## src/rtl/iiitb_gc_decoder.sv

```systemverilog
// Gray-code receiver: decodes gray_in to binary and checks +1/hold stepping.
// Define IIITB_GC_DEC_SYNC_EN to add a 2-flop input synchronizer.
module iiitb_gc_decoder #(
  parameter int WIDTH    = 8,
  parameter int LOCK_CNT = 4
) (
  input  logic             clk,
  input  logic             reset,
  input  logic             enable,
  input  logic [WIDTH-1:0] gray_in,
  output logic [WIDTH-1:0] bin_out,
  output logic             valid,
  output logic             locked,
  output logic             step_err,
  output logic [7:0]       err_count
);

  typedef enum logic [1:0] {
    IDLE   = 2'd0,
    ACQ    = 2'd1,
    LOCKED = 2'd2
  } state_t;

  localparam logic [3:0] LOCK_N = 4'(LOCK_CNT);
  localparam logic [WIDTH-1:0] ONE =
    {{(WIDTH-1){1'b0}}, 1'b1};

  state_t           state_q, state_d;
  logic [WIDTH-1:0] g_d, g_q;
  logic [WIDTH-1:0] bin_q, bin_d;
  logic [WIDTH-1:0] prev_q, prev_d;
  logic [3:0]       good_q, good_d;
  logic             valid_q, valid_d;
  logic             locked_q, locked_d;
  logic             step_err_q, step_err_d;
  logic [7:0]       err_q, err_d;
  logic [WIDTH-1:0] b;
  logic [WIDTH-1:0] delta;
  logic             acc;

`ifdef IIITB_GC_DEC_SYNC_EN
  logic [WIDTH-1:0] s1_q, s2_q;

  // Two-flop synchronizer ahead of the sample register
  always_ff @(posedge clk or negedge reset) begin
    if (!reset) begin
      s1_q <= '0;
      s2_q <= '0;
    end else begin
      s1_q <= gray_in;
      s2_q <= s1_q;
    end
  end

  assign g_d = s2_q;
`else
  assign g_d = gray_in;
`endif

  // Sample register, free-running regardless of enable
  always_ff @(posedge clk or negedge reset) begin
    if (!reset) g_q <= '0;
    else        g_q <= g_d;
  end

  // Gray to binary: running XOR from the MSB down
  always_comb begin
    b   = '0;
    acc = 1'b0;
    for (int i = WIDTH - 1; i >= 0; i--) begin
      acc  = acc ^ g_q[i];
      b[i] = acc;
    end
  end

  assign delta = b - prev_q;

  // Checker state machine: next state and registered outputs
  always_comb begin
    state_d    = state_q;
    bin_d      = bin_q;
    prev_d     = prev_q;
    good_d     = good_q;
    valid_d    = valid_q;
    locked_d   = locked_q;
    step_err_d = 1'b0;
    err_d      = err_q;
    unique case (state_q)
      IDLE: begin
        valid_d  = 1'b0;
        locked_d = 1'b0;
        if (enable) begin
          bin_d   = b;
          prev_d  = b;
          valid_d = 1'b1;
          good_d  = '0;
          state_d = ACQ;
        end
      end
      ACQ, LOCKED: begin
        if (!enable) begin
          valid_d  = 1'b0;
          locked_d = 1'b0;
          state_d  = IDLE;
        end else begin
          bin_d  = b;
          prev_d = b;
          if (delta == ONE) begin
            if (state_q == ACQ) begin
              good_d = good_q + 4'd1;
              if (good_d == LOCK_N) begin
                locked_d = 1'b1;
                state_d  = LOCKED;
              end
            end
          end else if (delta != '0) begin
            step_err_d = 1'b1;
            if (err_q != 8'hFF) err_d = err_q + 8'd1;
            good_d   = '0;
            locked_d = 1'b0;
            state_d  = ACQ;
          end
        end
      end
      default: begin
        valid_d  = 1'b0;
        locked_d = 1'b0;
        state_d  = IDLE;
      end
    endcase
  end

  // Checker state register
  always_ff @(posedge clk or negedge reset) begin
    if (!reset) begin
      state_q    <= IDLE;
      bin_q      <= '0;
      prev_q     <= '0;
      good_q     <= '0;
      valid_q    <= 1'b0;
      locked_q   <= 1'b0;
      step_err_q <= 1'b0;
      err_q      <= '0;
    end else begin
      state_q    <= state_d;
      bin_q      <= bin_d;
      prev_q     <= prev_d;
      good_q     <= good_d;
      valid_q    <= valid_d;
      locked_q   <= locked_d;
      step_err_q <= step_err_d;
      err_q      <= err_d;
    end
  end

  assign bin_out   = bin_q;
  assign valid     = valid_q;
  assign locked    = locked_q;
  assign step_err  = step_err_q;
  assign err_count = err_q;

endmodule

```

## config.mk

```make
export PLATFORM = sky130hd
export DESIGN_NAME = iiitb_gc_decoder
export DESIGN_NICKNAME = d
export VERILOG_FILES = /design/src/rtl/iiitb_gc_decoder.sv
export SDC_FILE = /design/constraint.sdc
export NUM_CORES = 1
export LEC_CHECK = 0
export CAP_MARGIN = 20
export CELL_PAD_IN_SITES_DETAIL_PLACEMENT = 2
export CELL_PAD_IN_SITES_GLOBAL_PLACEMENT = 2
export CORE_MARGIN = 4
export CORE_UTILIZATION = 30
export DETAILED_ROUTE_END_ITERATION = 10
export PLACE_DENSITY_LB_ADDON = 0.1
export SYNTH_ARGS = -nofsm -noshare
export SYNTH_HDL_FRONTEND = slang
export SYNTH_SLANG_ARGS = --single-unit
```

## constraint.sdc

```tcl
create_clock -name clk -period 3.84 [get_ports clk]
set_input_delay 0.768 -clock clk [delete_from_list [all_inputs] [get_ports clk]]
set_output_delay 0.768 -clock clk [all_outputs]
set_load 0.01 [all_outputs]
```

==> results <==
==> layer usage <==
metal	up-vias	wire (um)	part of all wire, %
met1	807	2308	45
met5	-	0	0
li1	769	-	-
met4	0	38	0.73
met3	5	182	3.5
met2	23	2654	51
==> cell usage in the layout (no fill, tap or decap), types with 5 or more instances in the layout <==
cell	instances
dfrtp_1	33
clkdlybuf4s50_1	29
nand2_1	16
inv_1	13
ha_1	13
o21ai_0	12
nor2_1	11
xor2_1	10
a21oi_1	10
buf_4	10
nand3_1	8
clkbuf_8	6
nor2b_1	5
==> logic make-up after synthesis <==
| kind of cell | Yosys count | share of synthesized area [%] |
|---|---|---|
| AND/OR/NAND/NOR | 59 | 15.10 |
| AO/OA/AOI/OAI | 49 | 17.76 |
| flip-flops | 33 | 42.77 |
| buffers and inverters | 19 | 4.083 |
| XOR/XNOR | 17 | 7.712 |
| adder cells (fa/ha/maj) | 15 | 10.11 |
| multiplexers | 4 | 2.462 |
==> worst max-delay path, stage by stage, from the launching register on <==
cell and delay, ps:
dfrtp_1 410, xor2_2 210, xnor2_2 160, xnor2_2 170
xnor2_2 220, xnor2_2 150, ha_2 220, inv_2 40
fa_2 340, and3_4 170, or3_1 310, a2111o_1 410
a2111oi_4 420, a311oi_2 130, mux2_4 320
==> metrics by stage <==
stage                     power (mW)  cells  setup WS, ps
after floorplan               0.8577    196        -33.84
after global placement         1.084    302         90.21
after detailed placement       1.117    302        -92.13
after CTS                      1.486    311         4.246
after global routing           1.588    315        -131.6
final                          1.468    315         38.74
==> power groups by stage <==
| stage | registers (mW) | clock network (mW) | logic [mW] |
|---|---|---|---|
| CTS | 0.472 | 0.359 | 0.655 |
| finish | 0.470 | 0.342 | 0.656 |
| floorplan | 0.490 | 0 | 0.368 |
| detailed placement | 0.478 | 0 | 0.639 |
| global route | 0.482 | 0.375 | 0.731 |
| global placement | 0.471 | 0 | 0.613 |
==> final timing paths <==
| check | to | slack [ps] | from | depth (start not counted) |
|---|---|---|---|---|
| worst max-delay path | err_count[1] | 40 | g_q[7] | 14 |
| worst max register to register | err_count[1] | 40 | g_q[7] | 14 |
| worst min-delay path | err_count[7] | 500 | err_count[7] | 1 |
| max in group asynchronous | err_count[0] | 2610 | reset | 2 |
| min in group asynchronous | g_q[1] | 900 | reset | 2 |
| worst min register to register | err_count[7] | 500 | err_count[7] | 1 |
==> what timing repair did <==
| item | in CTS | in global routing |
|---|---|---|
| buffers inserted | 1 | 4 |
| endpoints found under the setup margin | 12 | 13 |
| pin swaps | 3 | 4 |
| gates resized for setup | 2 | 7 |
==> registers in the layout (all words and copies together), names as in the netlist <==
signal and cells:
valid 1, state_q 2, prev_q 8, err_count 8, step_err 1, good_q 4
g_q 8, locked 1
==> cell type report <==
type                       instances  share of cell area (%)
clock buffer                       7                   3.359
clock inverter                     1                   1.168
inverter                          14                   2.045
multi-input combinational        144                   42.55
sequential                        33                   32.13
tap                               75                   3.651
timing repair buffer              41                   15.09
==> reports/results.tsv <==
stage	metric	value	unit
global_routing	vias in the first global route	1840	
sta	FMAX	263.1	MHz
yosys	syn_area_per_cell	9.850	sq um
die	Die Y	88.22	um
setup_path	Worst setup EP type	register	
yosys	Synth Register Bits	33	
route	via/cell ratio	5.092	
outcome	status	completed	
yosys	count leader, synth	dfrtp_1	
die	Placeable Area	0.006096	sq mm
placed_design	Port Buffer Count	29	
global_routing	global-route wire length before repair	8956	um
route	drt drc	0	
pwr	Pint	0.9423	mW
yosys	Synthesized Nets	222	
setup_path	Worst Path Arrival	3960	ps
global_routing	GR Layer Usage met1	18.34	%
yosys	Synth warnings	0	
layout	sequential cell area	825.8	sq um
global_routing	met3 Usage GRT	3.538	%
route	wire length per cell	16.46	um
yosys	asr flop ratio synth	100.0	%
global_routing	Most Used Layer, Global Route	met2	
sta	crit path time final	3801	ps
layout	share of layout cells above drive strength 1	16.67	%
layout	footprint of the multi-input gates	0.001094	sq mm
pwr	switching share of power	35.83	%
yosys	top_reg_cell synth	dfrtp_1	
sta	hold_ws	497.3	ps
sta	Hold Violations, Final	0	
yosys	top cells by count, synth	dfrtp_1, nand2_1, ha_1, inv_1, o21ai_0	
sta	Relative slew margins	56.09	%
yosys	synth top area cells	dfrtp_1, ha_1, xor2_1, o21ai_0, nand2_1	
yosys	sequential share of the synthesized area	42.77	%
global_routing	GRT Util Overall	14.67	%
route	DR iter-0 viols	44	
yosys	Synth Cell Area	0.001931	sq mm
min_path	Hold Crit Class	reg -> reg	
placed_design	DP Area	0.002381	sq mm
setup_path	Startpoint Class	register	
layout	filler instances	670	
pwr	pwr dens	571.3	mW/mm^2
sta	period utilisation layout	98.99	%
die	Top Ports	30	
clock_tree	TritonCTS clock tree	yes	
layout	area grow syn2layout	33.12	%
clock_tree	H-tree levels	2	
layout	Final Core Density	42.16	%
global_routing	grt met2 use	25.63	%
layout	post-layout instance area	0.002570	sq mm
pwr	Pleak	1.168	nW
sta	endpoints failing setup	0	
sta	Fin Clk Skew	7.848	ps
pwr	sw power	0.5261	mW
setup_path	CP Class	reg -> reg	
pwr	Gate power share	44.7	%
layout	ant diodes	0	
route	DRT Pass-1 Iters	4	
global_routing	pin count of the biggest net entering global routing	34	
clock_tree	Clk Latency, worst-skew pair	280	ps
pwr	Flop pwr share	32.0	%
global_routing	initial antenna violation count	0	
global_routing	gr ovfl total	0	
route	final antenna-violating net count	0	
yosys	number of synthesized flops with an enable pin	0	
clock_tree	Clock Path Buffers	2	
yosys	post-synth top area share	42.77	%
pwr	clock share of power	23.3	%
die	initial core utilization	31.67	%
route	DR vias	1604	
placed_design	HPWL after detailed placement	3900	um
die	FP Rows	28	
clock_tree	CTS buffer count	5	
yosys	post-synth cell types	45	
yosys	largest area contributor in the netlist	dfrtp_1	
sta	Least-Margin Pin Slew	651.8	ps
clock_tree	# hold bufs at CTS	0	
sta	post-route setup TNS	0	ps
route	final wirelength	5184	um
setup_path	crit-path max FO	4	
clock_tree	CTS clk-pin slew, worst paths	70	ps
clock_tree	root buf cell	clkbuf_8	
placed_design	Placer Congestion	0.7886	
die	Die Wd	88.22	um
pwr	peak supply drop	0.2520	mV
layout	final net count	265	
setup_path	Crit path required time	4000	ps
sta	fin. max-slew vios	0	
yosys	Syn Inst Count	196	
job	max cap viols	0	
sta	RSZ-0062 raised after global routing	true	
clock_tree	# clock sinks	33	
die	die area	0.007783	sq mm
Note: power is estimated with default switching activity, not from simulation.
